$ cat config.mk
export PLATFORM = sky130hd
export DESIGN_NAME = vppm_tx
export DESIGN_NICKNAME = d
export VERILOG_FILES = /design/src/rtl/vppm_pkg.sv /design/src/rtl/vppm_bit_timer.sv /design/src/rtl/vppm_tx.sv
export SDC_FILE = /design/constraint.sdc
export NUM_CORES = 1
export LEC_CHECK = 0
export ABC_AREA = 1
export CORE_MARGIN = 5
export CORE_UTILIZATION = 45
export DETAILED_ROUTE_END_ITERATION = 12
export GPL_ROUTABILITY_DRIVEN = 1
export GPL_TIMING_DRIVEN = 0
export HOLD_SLACK_MARGIN = 0.1
export PLACE_DENSITY = 0.66
export SYNTH_ARGS = -nofsm -noshare
export SYNTH_HDL_FRONTEND = slang
export SYNTH_HIERARCHICAL = 1
export SYNTH_SLANG_ARGS = --single-unit
$ cat constraint.sdc
create_clock -name clk -period 5.1 [get_ports clk]
set_input_delay 1.02 -clock clk [delete_from_list [all_inputs] [get_ports clk]]
set_output_delay 1.02 -clock clk [all_outputs]
set_load 0.02 [all_outputs]
$ cat src/rtl/vppm_pkg.sv
// Shared types and helpers for the VPPM transmitter.
// Parity support is compiled in with VPPM_TX_PARITY_EN.
package vppm_pkg;

  typedef enum logic [2:0] {
    IDLE,
    PREAMBLE,
    SYNC,
    DATA,
    PARITY
  } vppm_tx_state_t;

  localparam int VPPM_MIN_PREAMBLE = 5;
  localparam int VPPM_MAX_DATA_W   = 64;

  // Zero-extension does not change the XOR, so narrower words pass through a cast.
  function automatic logic evenParity(input logic [VPPM_MAX_DATA_W-1:0] word);
    return ^word;
  endfunction

endpackage

$ cat src/rtl/vppm_bit_timer.sv
// Half-bit timer: counts H cycles per half and flags the last cycle of each bit.
// halfNext is the value halfSel takes after the coming edge.
module vppm_bit_timer #(
  parameter int HP_W = 32
) (
  input  logic            clk,
  input  logic            rst,
  input  logic            load,
  input  logic [HP_W-1:0] halfCycles,
  output logic            halfSel,
  output logic            halfNext,
  output logic            bitEnd
);

  logic [HP_W-1:0] cycleCnt;
  logic            halfEnd;

  // halfCycles is never 0: the top level maps 0 to 1 when it latches H.
  assign halfEnd  = (cycleCnt == halfCycles - HP_W'(1));
  assign bitEnd   = halfSel & halfEnd;
  assign halfNext = load ? 1'b0 : (halfSel ^ halfEnd);

  // NOTE: sequential state uses non-blocking assignments so every flop samples pre-edge values.
  always_ff @(posedge clk) begin
    if (rst) begin
      cycleCnt <= '0;
      halfSel  <= 1'b0;
    end else begin
      halfSel <= halfNext;
      if (load || halfEnd) cycleCnt <= '0;
      else                 cycleCnt <= cycleCnt + HP_W'(1);
    end
  end

endmodule

$ cat src/rtl/vppm_tx.sv
// VPPM transmitter: preamble of zero bits, one sync zero bit, then MSB-first words
// from a valid/ready source. Optional even-parity bit per word with VPPM_TX_PARITY_EN.
module vppm_tx
  import vppm_pkg::*;
#(
  parameter int DATA_W        = 8,
  parameter int PREAMBLE_BITS = 5,
  parameter int HP_W          = 32
) (
  input  logic              clk,
  input  logic              rst,
  input  logic [HP_W-1:0]   halfPeriod,
  input  logic              start,
  input  logic [DATA_W-1:0] dataIn,
  input  logic              dataValid,
  output logic              dataReady,
  output logic              vppmOut,
  output logic              busy,
  output logic              wordDone
);

  localparam int CNT_MAX = (PREAMBLE_BITS > DATA_W + 1) ? PREAMBLE_BITS : DATA_W + 1;
  localparam int CNT_W   = $clog2(CNT_MAX);
  localparam logic [CNT_W-1:0] PRE_LAST  = CNT_W'(PREAMBLE_BITS - 1);
  localparam logic [CNT_W-1:0] DATA_LAST = CNT_W'(DATA_W - 1);

  if (PREAMBLE_BITS < VPPM_MIN_PREAMBLE) begin : gPreambleCheck
    $error("vppm_tx: PREAMBLE_BITS must be at least VPPM_MIN_PREAMBLE");
  end

  vppm_tx_state_t    state, stateNext;
  logic [CNT_W-1:0]  bitCnt, bitCntNext;
  logic [DATA_W-1:0] shiftReg, shiftNext;
  logic [HP_W-1:0]   hReg, hNext;
  logic              starting, startingNext;
  logic              halfSel, halfNext, bitEnd;
  logic              bitNext, vppmNext;
`ifdef VPPM_TX_PARITY_EN
  logic              parityReg, parityNext;
`endif

  // 'starting' is the one cycle between accepting start and the first preamble cycle;
  // the timer restarts then so the frame begins on a clean first half.
  vppm_bit_timer #(.HP_W(HP_W)) uTimer (
    .clk       (clk),
    .rst       (rst),
    .load      (starting),
    .halfCycles(hReg),
    .halfSel   (halfSel),
    .halfNext  (halfNext),
    .bitEnd    (bitEnd)
  );

`ifdef VPPM_TX_PARITY_EN
  assign wordDone = bitEnd && (state == PARITY);
`else
  assign wordDone = bitEnd && (state == DATA) && (bitCnt == DATA_LAST);
`endif
  assign dataReady = wordDone || (bitEnd && (state == SYNC));
  assign busy      = (state != IDLE);

  // NOTE: every signal driven here gets a default first, so no path can infer a latch.
  always_comb begin
    stateNext    = state;
    bitCntNext   = bitCnt;
    shiftNext    = shiftReg;
    hNext        = hReg;
    startingNext = 1'b0;
`ifdef VPPM_TX_PARITY_EN
    parityNext   = parityReg;
`endif

    case (state)
      IDLE: begin
        if (starting) begin
          stateNext  = PREAMBLE;
          bitCntNext = '0;
        end else if (start) begin
          hNext        = (halfPeriod == '0) ? HP_W'(1) : halfPeriod;
          startingNext = 1'b1;
        end
      end
      PREAMBLE: begin
        if (bitEnd) begin
          if (bitCnt == PRE_LAST) begin
            stateNext  = SYNC;
            bitCntNext = '0;
          end else begin
            bitCntNext = bitCnt + CNT_W'(1);
          end
        end
      end
      DATA: begin
        if (bitEnd) begin
          if (bitCnt != DATA_LAST) begin
            shiftNext  = shiftReg << 1;
            bitCntNext = bitCnt + CNT_W'(1);
          end
`ifdef VPPM_TX_PARITY_EN
          else begin
            stateNext = PARITY;
          end
`endif
        end
      end
      default: ;
    endcase

    // Word boundary: load the next word with no gap, or close the frame.
    if (dataReady) begin
      if (dataValid) begin
        stateNext  = DATA;
        shiftNext  = dataIn;
        bitCntNext = '0;
`ifdef VPPM_TX_PARITY_EN
        parityNext = evenParity(VPPM_MAX_DATA_W'(dataIn));
`endif
      end else begin
        stateNext = IDLE;
      end
    end

    case (stateNext)
      DATA:    bitNext = shiftNext[DATA_W-1];
`ifdef VPPM_TX_PARITY_EN
      PARITY:  bitNext = parityNext;
`endif
      default: bitNext = 1'b0;
    endcase
    vppmNext = (stateNext != IDLE) & ~(halfNext ^ bitNext);
  end

  always_ff @(posedge clk) begin
    if (rst) begin
      state    <= IDLE;
      bitCnt   <= '0;
      shiftReg <= '0;
      hReg     <= HP_W'(1);
      starting <= 1'b0;
      vppmOut  <= 1'b0;
`ifdef VPPM_TX_PARITY_EN
      parityReg <= 1'b0;
`endif
    end else begin
      state    <= stateNext;
      bitCnt   <= bitCntNext;
      shiftReg <= shiftNext;
      hReg     <= hNext;
      starting <= startingNext;
      vppmOut  <= vppmNext;
`ifdef VPPM_TX_PARITY_EN
      parityReg <= parityNext;
`endif
    end
  end

endmodule

==> results of run 1 <==
-- metrics by stage --
stage	setup slack [ns]	std cells	power, mW	instance area, um2
global route	0.116	1055	1.77	6390
detailed placement	0.774	1039	1.02	6080
floorplan	1.84	845	0.923	5420
CTS	0.394	1055	1.70	6390
finish	0.426	1055	1.69	6390
global placement	0.799	1039	1.02	6080
-- registers in the layout, summed over array words and instances, names as in the netlist --
name and cells:
shiftReg 8, state 3, bitCnt 4, hReg 32
starting 1, uTimer/halfSel 1, vppmOut 1, uTimer/cycleCnt 32
-- critical path, stage by stage (launching register included) --
cell             delay [ns]
dfxtp_1                0.37
inv_1                  0.10
ha_1                   0.24
nand2_2                0.16
inv_1                  0.14
nand2_1                0.10
nand2_1                0.05
nand2_1                0.09
nor2_1                 0.05
nor2_1                 0.08
nand2_1                0.06
nor2_1                 0.14
nand3_1                0.10
nor2_1                 0.13
nand2_2                0.11
inv_1                  0.07
ha_1                   0.13
buf_2                  0.24
nand4_1                0.18
nand2_4                0.15
clkdlybuf4s50_1        0.61
-- metal layers --
layer  vias to the layer above  global-route usage (%)
met4                         0                    6.23
met3                        15                    5.00
met5                         -                       0
li1                       2749                       -
met1                      2250                    27.2
met2                        91                    31.1
-- cells in the final DEF, fill, tap and decap left out, drive strengths merged --
cell / Yosys / layout
a21oi: 34 / 34
a22o: 1 / 1
a22oi: 1 / 1
a311oi: 6 / 6
a31oi: 3 / 3
and3: 1 / 1
buf: 13 / 13
bufinv: 0 / 1
clkbuf: 5 / 16
clkdlybuf4s50: 0 / 47
clkinv: 2 / 4
clkinvlp: 0 / 1
dfxtp: 82 / 82
ha: 5 / 5
inv: 142 / 143
nand2: 201 / 201
nand3: 42 / 42
nand3b: 5 / 5
nand4: 25 / 25
nor2: 158 / 158
nor3: 14 / 14
nor4: 1 / 1
o211ai: 1 / 1
o21ai: 47 / 47
o21bai: 2 / 2
or2: 2 / 2
xnor2: 15 / 15
xor2: 37 / 37
-- final cells by class --
| cell class | count | area (um2) |
|---|---|---|
| fillers | 1209 | 5520 |
| multi-input cells | 601 | 3130 |
| flip-flops and latches | 82 | 1640 |
| inverters | 144 | 541 |
| repair buffers | 47 | 470 |
| clock buffers | 11 | 253 |
| well taps | 147 | 184 |
| plain buffers | 18 | 110 |
| clock inverters | 5 | 60.1 |
-- how the worst max path moves through the flow --
stage,start,to,slack (ns)
6_report,hReg[0],dataReady,0.43
3_3_place_gp,hReg[0],dataReady,0.80
2_1_floorplan,hReg[0],dataReady,1.84
3_5_place_dp,hReg[0],dataReady,0.77
4_1_cts,hReg[0],dataReady,0.39
5_1_grt,hReg[0],dataReady,0.12
-- cell families (layout without fill, tap and decap cells) --
| family | Yosys count | in the layout | synth area share [%] |
|---|---|---|---|
| AOI/OAI and AO/OA | 95 | 95 | 10.4 |
| and+or+nand+nor | 449 | 449 | 37.8 |
| adders and majority gates | 5 | 5 | 1.15 |
| DFF | 82 | 82 | 30.3 |
| xor gates and xnor gates | 52 | 52 | 8.40 |
| buffers and inverters | 162 | 225 | 12.0 |
-- power by group through the flow --
stage          combinational, mW  clock (mW)  sequential (mW)
2_1_floorplan              0.216           0            0.707
3_3_place_gp               0.301           0            0.720
3_5_place_dp               0.302           0            0.720
4_1_cts                    0.304       0.691            0.706
5_1_grt                    0.350       0.713            0.711
6_report                   0.304       0.679            0.706
==> metrics.yaml, run 1 <==
wl_um: 13500
hold_viol: 0
grt_overflow: 0
worstMarginPinSlew_ns: 0.596
skew_ns: 0.0115
syn_to_final_growth_pct: 17.8
internal-power_mw: 1.20
std_cell_rows: 40
grt_max_degree: 15
core_region_area_um2: 11900
holdCritPathClass: "flip-flop to flip-flop"
viasPerCell: 4.84
cp_max_fo: 10
die_h_um: 120
setup_viol: 0
min_from: "uTimer/cycleCnt[0]"
cp-start-kind: "flip-flop"
r2r_cells: 23
fin_crit_sh_pct: 91.7
p_sw_mw: 0.492
drc: 0
finalNetCount: 952
clk_latency_ns: 0.35
yosys-top-cells-count: "nand2_1, inv_1, nor2_1"
place.gp.congestion: 0.883
vias: 5105
r2r_end: "shiftReg[1]"
pwr_density_cell_nw_per_um2: 264
track_usage_pct: 19.9
ant_nets: 0
hold_end: "uTimer/cycleCnt[0]"
clock_sinks: 82
hold_slack_ns: 0.479
dp_hpwl_um: 10800
start_util_pct: 45.5
clkTransAtPathRegs_ns: 0.06
cellLeakagePower_nw: 2.87
antenna_found_initial: 0
p_sw_share_pct: 29.2
synth_top_area_cell: "dfxtp_1"
seq_power_share_pct: 41.8
wl_per_cell_um: 12.8
yosysWarnings: 6
syn_nets: 894
drive_gt1_share_pct: 10.0
cts_resized: 0
ys_seq_area_share_pct: 30.3
wl_met3_um: 720
die_x_um: 120
r2r_setup_slack_ns: 1.82
slew_headroom_pct: 60.3
max_cap_violations: 0
reg2reg_from: "hReg[0]"
drt-met1-wl_um: 6740
fin_setup_tns_ns: 0
synth_area_um2: 5420
cts-root-buf: "clkbuf_16"
hold_buffers: 0
arrival_ns: 3.65
grt_pass1_vias: 4897
synth.top_cell.area_share_pct: 30.3
worstHoldPathCells: 1
yosys-top-cells-area: "dfxtp_1, nand2_1, inv_1, nor2_1, xor2_1"
grt_pass1_wl_um: 23200
path_class: "flip-flop to primary output"
crit_path_end_kind: "primary output"
top_layer_used: "met4"
h-tree-depth: 3
rsz0062_at_grt: "no"
synthFlopType: "dfxtp_1"
synthArstFlopShare_pct: 0
synth-edff-count: 0
die-area_um2: 14300
ir_drop_mv: 0.163
drt-initial-drc-count: 425
avgSynthCellArea_um2: 6.42
port_buffers: 47
dr_wl_met2_um: 5870
synth.distinct_cells: 40
synth_seq_cells: 82
synth.most_common_cell: "nand2_1"
synthCells: 845
achievable-frequency_mhz: 214
status: "finished, final reports clean"
slew_violations: 0
clock_power_share_pct: 40.2
fin_util_pct: 53.7
pin_count: 48
cts.repair_timing.setup_buffer_count: 0
cts_made_buffers: 9
worst_ep_required_time_ns: 4.08
period_minus_slack_ns: 4.67
dr.pass1.iters: 4
diodes: 0
p_comb_share_pct: 18.0
cts_tree: "yes"
clock_path_buffers: 2
(Power assumes the default switching activity.)
==> run 2: changes to the inputs <==
--- a/config.mk
+++ b/config.mk
@@ -8,9 +8,9 @@
 export ABC_AREA = 1
 export CORE_MARGIN = 5
 export CORE_UTILIZATION = 45
+export CTS_CLUSTER_DIAMETER = 80
 export DETAILED_ROUTE_END_ITERATION = 12
 export GPL_ROUTABILITY_DRIVEN = 1
-export GPL_TIMING_DRIVEN = 0
 export HOLD_SLACK_MARGIN = 0.1
 export PLACE_DENSITY = 0.66
 export SYNTH_ARGS = -nofsm -noshare
==> run 2 against run 1 <==
Die area is the same. Fmax is 0.57% lower. Global-route usage decreased by 0.40 points. Largest power group unchanged.
==> metrics.yaml, run 2 (synthesis results as in run 1) <==
die-area_um2: 14300  # unchanged
reg2reg_from: "hReg[0]"
ir_drop_mv: 0.173  # +6.2%
setup_ws_ns: 0.399  # -0.0267 ns
pwr_density_cell_nw_per_um2: 256  # -2.9%
grtUsageMet1_pct: 27.1  # -0.098 points
grt_max_degree: 61  # +46
diodes: 0  # unchanged
h-tree-depth: 3  # unchanged
clk_latency_ns: 0.35  # about the same
skew_ns: 0.00993  # -0.00160 ns
finalNetCount: 934  # -1.9%
cp-start-kind: "flip-flop"
clkTransAtPathRegs_ns: 0.06  # about the same
pin_count: 48  # unchanged
worstMarginPinSlew_ns: 0.869  # +0.272 ns
period_minus_slack_ns: 4.70  # +0.0267 ns
cp_max_fo: 10  # unchanged
syn_to_final_growth_pct: 14.8
r2r_cells: 23  # unchanged
fin_crit_sh_pct: 92.2  # +0.52 points
track_usage_pct: 19.5  # -0.40 points
wl_per_cell_um: 13.1  # +1.7%
hold_buffers: 0  # unchanged
place.gp.congestion: 0.996  # +13%
crit_start: "hReg[0]"
grtUsageMet3_pct: 5.18  # +0.19 points
busiest_layer: "met2"
die_x_um: 120  # unchanged
arrival_ns: 3.68  # +0.03 ns
fin_setup_tns_ns: 0  # unchanged
worst_ep_required_time_ns: 4.08  # about the same
setup_viol: 0  # unchanged
achievable-frequency_mhz: 213  # -0.57%
fin_util_pct: 52.3  # -1.4 points
status: "finished, final reports clean"
gr-usage-met2_pct: 30.0  # -1.0 points
core_region_area_um2: 11900  # unchanged
max_cap_violations: 0  # unchanged
slew_headroom_pct: 42.0  # -18 points
start_util_pct: 45.5  # unchanged
hold_viol: 0  # unchanged
register_area_um2: 1640  # unchanged
r2r_end: "shiftReg[0]"
port_buffers: 47  # unchanged
cts-root-buf: "clkbuf_16"
preCtsSetupSlack_ns: 0.775  # +0.000817 ns
dr.pass1.iters: 5  # +1
cts_tree: "yes"
cts_resized: 0  # unchanged
cts_made_buffers: 9  # unchanged
dp_hpwl_um: 10500  # -3.5%
std_cell_rows: 40  # unchanged
ant_nets: 0  # unchanged
crit_path_end_kind: "primary output"
cellLeakagePower_nw: 2.78  # -3.2%
cts.repair_timing.setup_buffer_count: 0  # unchanged
multiInputGateArea_um2: 3130  # unchanged
reg_top3: "hReg x32, uTimer/cycleCnt x32, shiftReg x8"
grt_pass1_wl_um: 22700  # -2.2%
wl_um: 13500  # -0.18%
r2r_setup_slack_ns: 1.71  # -0.11 ns
worstHoldPathCells: 2  # +1
drt-initial-drc-count: 415  # -2.4%
die_h_um: 120  # unchanged
layout_common_cells: "nand2_1, inv_1, nor2_1"
rsz0062_at_grt: "no"
clock_path_buffers: 2  # unchanged
path_class: "flip-flop to primary output"
hold_end: "shiftReg[0]"
holdCritPathClass: "flip-flop to flip-flop"
layout_commonest_cell: "nand2_1"
final.fill_count: 1208  # -0.083%
stdcell_area_um2: 6230  # -2.5%
grt_overflow: 0  # unchanged
placed_cell_area_um2: 5970  # -1.8%
antenna_found_initial: 0  # unchanged
slew_violations: 0  # unchanged
viasPerCell: 4.90  # +1.2%
drc: 0  # unchanged
drive_gt1_share_pct: 8.56  # -1.5 points
finalPower_mw: 1.60  # -5.4%
vias: 5068  # -0.72%
clock_sinks: 82  # unchanged
min_from: "shiftReg[0]"
grt_pass1_vias: 4770  # -2.6%
-- run 2: report_power, final --
group / internal, mW / switching [mW] / total, mW
registers: 0.668 / 0.0385 / 0.707
logic: 0.114 / 0.186 / 0.300
clock network: 0.336 / 0.255 / 0.591
total: 1.12 / 0.480 / 1.60
-- run 2: cell type report --
type | count | area share, %
well taps | 147 | 2.95
repair buffers | 47 | 7.55
multi-input cells | 601 | 50.3
flip-flops and latches | 82 | 26.4
clock inverters | 3 | 0.281
clock buffers | 11 | 3.90
inverters | 144 | 8.68
-- run 2: metrics by stage --
stage	instances	hold WS (ns)
2_1_floorplan	845	0.441
3_3_place_gp	1021	0.468
3_5_place_dp	1021	0.479
4_1_cts	1035	0.488
5_1_grt	1035	0.517
6_report	1035	0.484
-- run 2: worst max-delay path by stage --
stage,endpoint,slack [ns],cells past startpoint
2_1_floorplan,dataReady,1.84,18
3_3_place_gp,dataReady,0.79,19
3_5_place_dp,dataReady,0.77,19
4_1_cts,dataReady,0.41,19
5_1_grt,dataReady,0.04,19
6_report,dataReady,0.40,19
-- run 2: worst max-delay path: stages, from the launching register on --
cell and delay [ns]:
dfxtp_1 0.34, inv_1 0.08, ha_1 0.24, nand2_2 0.15, inv_1 0.14, nand2_1 0.11, nand2_1 0.06, nand2_1 0.09
nor2_1 0.05, nor2_1 0.09, nand2_1 0.07, nor2_1 0.14, nand3_1 0.10, nor2_1 0.13, nand2_2 0.10, inv_1 0.07
ha_1 0.39, nand4_1 0.21, nand2_4 0.16, clkdlybuf4s50_1 0.61
-- run 2: routing by layer --
metal,routed length (um),share of wire (%)
met1,6840,51
met2,5710,42
met3,781,5.8
met4,191,1.4
met5,0,0
==> run 3: changes to the inputs <==
--- a/config.mk
+++ b/config.mk
@@ -6,11 +6,11 @@
 export NUM_CORES = 1
 export LEC_CHECK = 0
 export ABC_AREA = 1
+export ABC_CLOCK_PERIOD_IN_PS = 5100
 export CORE_MARGIN = 5
 export CORE_UTILIZATION = 45
 export CTS_CLUSTER_DIAMETER = 80
 export DETAILED_ROUTE_END_ITERATION = 12
-export GPL_ROUTABILITY_DRIVEN = 1
 export HOLD_SLACK_MARGIN = 0.1
 export PLACE_DENSITY = 0.66
 export SYNTH_ARGS = -nofsm -noshare
==> results of run 3 <==
The final DEF is identical to that of run 2; final timing and power are the same.
